===== src/rtl/nibble_serial_adder.sv =====
// Wide unsigned adder that reuses one 4-bit slice over NIBBLES cycles, LSB nibble first,
// with a registered carry between slices and valid/ready handshakes on both sides.
module nibble_serial_adder #(
  parameter int WIDTH = 16
) (
  input  logic             clk,
  input  logic             rst_n,
  input  logic             in_valid,
  output logic             in_ready,
  input  logic [WIDTH-1:0] a,
  input  logic [WIDTH-1:0] b,
  input  logic             cin,
  output logic             out_valid,
  input  logic             out_ready,
  output logic [WIDTH-1:0] sum,
  output logic             cout
);

  localparam int NIBBLES = WIDTH / 4;
  localparam int IDXW    = (NIBBLES > 1) ? $clog2(NIBBLES) : 1;
  localparam logic [IDXW-1:0] LAST_IDX = IDXW'(NIBBLES - 1);

  typedef enum logic [1:0] {
    IDLE = 2'd0,
    ADD  = 2'd1,
    DONE = 2'd2
  } state_t;

  state_t            state_q;
  logic [WIDTH-1:0]  a_q;
  logic [WIDTH-1:0]  b_q;
  logic              carry_q;
  logic [IDXW-1:0]   idx_q;
  logic              inReady_q;
  logic              outValid_q;
  logic [WIDTH-1:0]  sum_q;
  logic              cout_q;

  logic [IDXW+1:0]   bitPos_d;
  logic [4:0]        slice_d;

  // The nibble currently being added sits at bit offset 4*idx.
  always_comb begin
    bitPos_d = {idx_q, 2'b00};
    slice_d  = {1'b0, a_q[bitPos_d +: 4]} + {1'b0, b_q[bitPos_d +: 4]} + {4'b0000, carry_q};
  end

  always_ff @(posedge clk) begin
    if (!rst_n) begin
      state_q    <= IDLE;
      a_q        <= '0;
      b_q        <= '0;
      carry_q    <= 1'b0;
      idx_q      <= '0;
      inReady_q  <= 1'b1;
      outValid_q <= 1'b0;
      sum_q      <= '0;
      cout_q     <= 1'b0;
    end else begin
      case (state_q)
        IDLE: begin
          if (in_valid && inReady_q) begin
            a_q       <= a;
            b_q       <= b;
            carry_q   <= cin;
            idx_q     <= '0;
            inReady_q <= 1'b0;
            state_q   <= ADD;
          end
        end
        ADD: begin
          sum_q[bitPos_d +: 4] <= slice_d[3:0];
          carry_q              <= slice_d[4];
          idx_q                <= idx_q + 1'b1;
          if (idx_q == LAST_IDX) begin
            cout_q     <= slice_d[4];
            outValid_q <= 1'b1;
            state_q    <= DONE;
          end
        end
        DONE: begin
          // Result stays frozen until the consumer takes it.
          if (out_ready) begin
            outValid_q <= 1'b0;
            inReady_q  <= 1'b1;
            state_q    <= IDLE;
          end
        end
        default: begin
          outValid_q <= 1'b0;
          inReady_q  <= 1'b1;
          state_q    <= IDLE;
        end
      endcase
    end
  end

  assign in_ready  = inReady_q;
  assign out_valid = outValid_q;
  assign sum       = sum_q;
  assign cout      = cout_q;

endmodule


===== config.mk =====
export PLATFORM = sky130hd
export DESIGN_NAME = nibble_serial_adder
export DESIGN_NICKNAME = d
export VERILOG_FILES = /design/src/rtl/nibble_serial_adder.sv
export SDC_FILE = /design/constraint.sdc
export NUM_CORES = 1
export LEC_CHECK = 0
export ABC_AREA = 1
export BUFFER_PORTS_ARGS = -buffer_cell sky130_fd_sc_hd__buf_2
export CAP_MARGIN = 0
export CORE_ASPECT_RATIO = 2
export CORE_MARGIN = 8
export CORE_UTILIZATION = 49
export CTS_CLUSTER_DIAMETER = 40
export DETAILED_ROUTE_END_ITERATION = 7
export PLACE_DENSITY = 0.73
export SYNTH_ARGS = -nofsm -noshare
export SYNTH_HDL_FRONTEND = slang
export SYNTH_SLANG_ARGS = --single-unit
export TNS_END_PERCENT = 20

===== constraint.sdc =====
create_clock -name clk -period 2.9 [get_ports clk]
set_input_delay 0.145 -clock clk [delete_from_list [all_inputs] [get_ports clk]]
set_output_delay 0.145 -clock clk [all_outputs]
set_load 0.02 [all_outputs]

==> results.py <==
metrics = {
    "power": {
        "ir_drop_mv": 0.5042,
        "finalPower_mw": 1.727,
        "power_leakage_nw": 1.327,
        "p_sw_frac": 0.2984,
        "internal-power_mw": 1.212,
        "p_sw_mw": 0.5154,
        "power_per_cell_area_mw_per_mm2": 590.9,
        "p_seq_frac": 0.497,
        "p_comb_frac": 0.211,
        "clockPowerShare": 0.292,
    },
    "placed_design": {
        "portBuffers": 55,
        "placed_cell_area_mm2": 0.002811,
        "gp_congestion": 0.8772,
        "dp_hpwl_um": 4474,
    },
    "job": {
        "drv_cap": 0,
    },
    "clocking": {
        "cts_tree": "yes",
        "hold_buffers": 0,
        "clk_pin_slew_ns": 0.10,
        "cts_buffers": 5,
        "cts_resized": 0,
        "htree_levels": 2,
        "clockBufferDepth": 2,
        "clkLatencyLatePin_ns": 0.32,
        "clock-root-buffer": "clkbuf_8",
        "cts.sinks": 56,
        "cts_setup_buffers": 0,
    },
    "drt": {
        "routedWlPerCell_um": 13.56,
        "dr.first_iter.drc_count": 141,
        "drc_errors": 0,
        "postRouteAntennaNets": 0,
        "first_pass_iters": 4,
        "num_vias": 2299,
        "avgViaCountPerCell": 5.225,
        "routed_wl_um": 5968,
    },
    "yosys": {
        "yosysUniqueCellTypes": 26,
        "avgSynthCellArea_um2": 7.575,
        "netlist_area_mm2": 0.002507,
        "synthArstFlopShare": 0,
        "netlist_instances": 331,
        "ys_seq_area_frac": 0.4471,
        "synth_ff_type": "dfxtp_1",
        "yosys_warnings": 0,
        "synth_edf_count": 0,
        "syn_nets": 379,
        "synth_seq_cells": 56,
    },
    "floorplan": {
        "pin_count": 56,
        "die_h_um": 117.2,
        "core-area_mm2": 0.005046,
        "initial_core_util": 0.4969,
        "dieArea_mm2": 0.007801,
        "dieWidth_um": 66.58,
        "rows": 37,
    },
    "timing": {
        "slew_headroom": 0.6196,
        "worstMarginPinSlew_ns": 0.5699,
        "slew_viol_final": 0,
        "period_share": 0.8518,
        "grt_setup_unrepaired": "false",
        "fmax_mhz": 404.8,
        "final.setup_skew_ns": 0.009241,
        "period_minus_slack_ns": 2.470,
        "setup_violations": 0,
        "hold_viol_final": 0,
        "finalSetupTns_ns": 0,
    },
    "finish": {
        "area_delta_synth_final_pct": 16.57,
        "antenna_cells": 0,
        "drive_gt1_frac": 0.2120,
        "nets": 429,
        "final_common_cell": "nor2_1",
        "design_area_mm2": 0.002923,
        "final_cell_mix": "nor2_1 (90), dfxtp_1 (56), buf_2 (55), o21ai_0 (50), nand2_1 (38)",
    },
    "worst_hold_path": {
        "hold_class": "in2reg",
    },
    "worst_setup_path": {
        "worstSetupPathType": "reg2reg",
        "worstPathMaxFanout": 17,
        "required_ns": 3.15,
        "r2r_setup_slack_ns": 0.43,
        "arrival_ns": 2.72,
        "crit_path_end_kind": "register",
        "critPathLaunchType": "register",
    },
    "global_route": {
        "grt-ovfl-total": 0,
        "first_global_vias": 2284,
        "grt_start_max_net_pins": 37,
        "gr-usage-all-layers": 0.1631,
        "grt_pass1_wl_um": 10120,
        "antenna_found_initial": 0,
    },
    "outcome": {
        "status": "completed",
    },
}
==> layout make-up <==
cell class | count | area, um2
inverters | 14 | 52.55
multi-input cells | 244 | 1252
repair buffers | 60 | 312.8
flip-flops and latches | 56 | 1121
fillers | 485 | 2123
well taps | 58 | 72.57
clock inverters | 3 | 42.54
clock buffers | 5 | 68.82
==> power groups by stage <==
stage | Sequential, mW | Combinational (mW) | Clock [mW]
finish | 0.859 | 0.364 | 0.504
global route | 0.865 | 0.414 | 0.545
CTS | 0.859 | 0.364 | 0.515
detailed placement | 0.875 | 0.361 | 0
global placement | 0.875 | 0.350 | 0
floorplan | 0.875 | 0.257 | 0
==> stage by stage <==
stage                     setup slack (ns)  utilization  instances  hold slack [ns]
final                               0.4297       0.5792        440          0.04376
after floorplan                     0.5211            -        331           0.2799
after global routing                0.2299       0.5792        440          0.04272
after global placement              0.5503       0.5572        432           0.3666
after CTS                           0.4249       0.5792        440          0.03971
after detailed placement            0.4545       0.5572        432           0.3736
==> worst paths after layout <==
kind | startpoint | end | cells after the start
hold reg to reg | out_valid | out_valid | 2
setup reg to reg | idx_q[0] | sum[14] | 10
setup / recovery | idx_q[0] | sum[14] | 10
hold / removal | b[7] | b_q[7] | 3
==> critical path: stages, from the launching register on <==
cell     delay (ns)
dfxtp_1        0.37
inv_1          0.21
o21ai_0        0.25
o22ai_1        0.11
fa_1           0.42
fa_1           0.42
xor2_1         0.24
nand2_1        0.09
nor2_1         0.14
a22oi_1        0.08
nor2_1         0.08
==> cell families (layout without fill, tap and decap cells) <==
logic type / count (synthesis) / in the layout / share of synthesized area
flip-flops: 56 / 56 / 0.4471
adder cells (fa/ha/maj): 11 / 11 / 0.06088
AO/OA/AOI/OAI: 83 / 83 / 0.1757
AND/OR/NAND/NOR: 149 / 149 / 0.2595
buffers and inverters: 31 / 82 / 0.05339
XOR/XNOR: 1 / 1 / 0.003494
==> cell usage after synthesis (all sizes together) (2+ instances only) <==
master,number,area (um2)
fa,2,40.04
inv,14,52.55
nor2,95,394.1
o22ai,8,50.05
nand4,3,18.77
a22oi,4,30.03
clkbuf,7,26.28
ha,9,112.6
nand2,41,171.4
buf,10,55.05
a21oi,18,90.09
dfxtp,56,1121
nand3,8,40.04
o21ai,51,255.2
==> state kept, by name, indices dropped and copies added, names as in the netlist <==
signal,count
out_valid,1
state_q,2
idx_q,2
b_q,16
carry_q,1
in_ready,1
sum,16
a_q,16
cout,1
==> metal layers <==
| metal | vias to the layer above | track usage | wire, um |
|---|---|---|---|
| met5 | - | 0 | 0 |
| met1 | 1045 | 0.1938 | 2623 |
| met4 | 0 | 0.07747 | 151 |
| li1 | 1181 | - | - |
| met2 | 62 | 0.2619 | 2817 |
| met3 | 11 | 0.04385 | 375 |
Note: power is estimated with default switching activity, not from simulation.
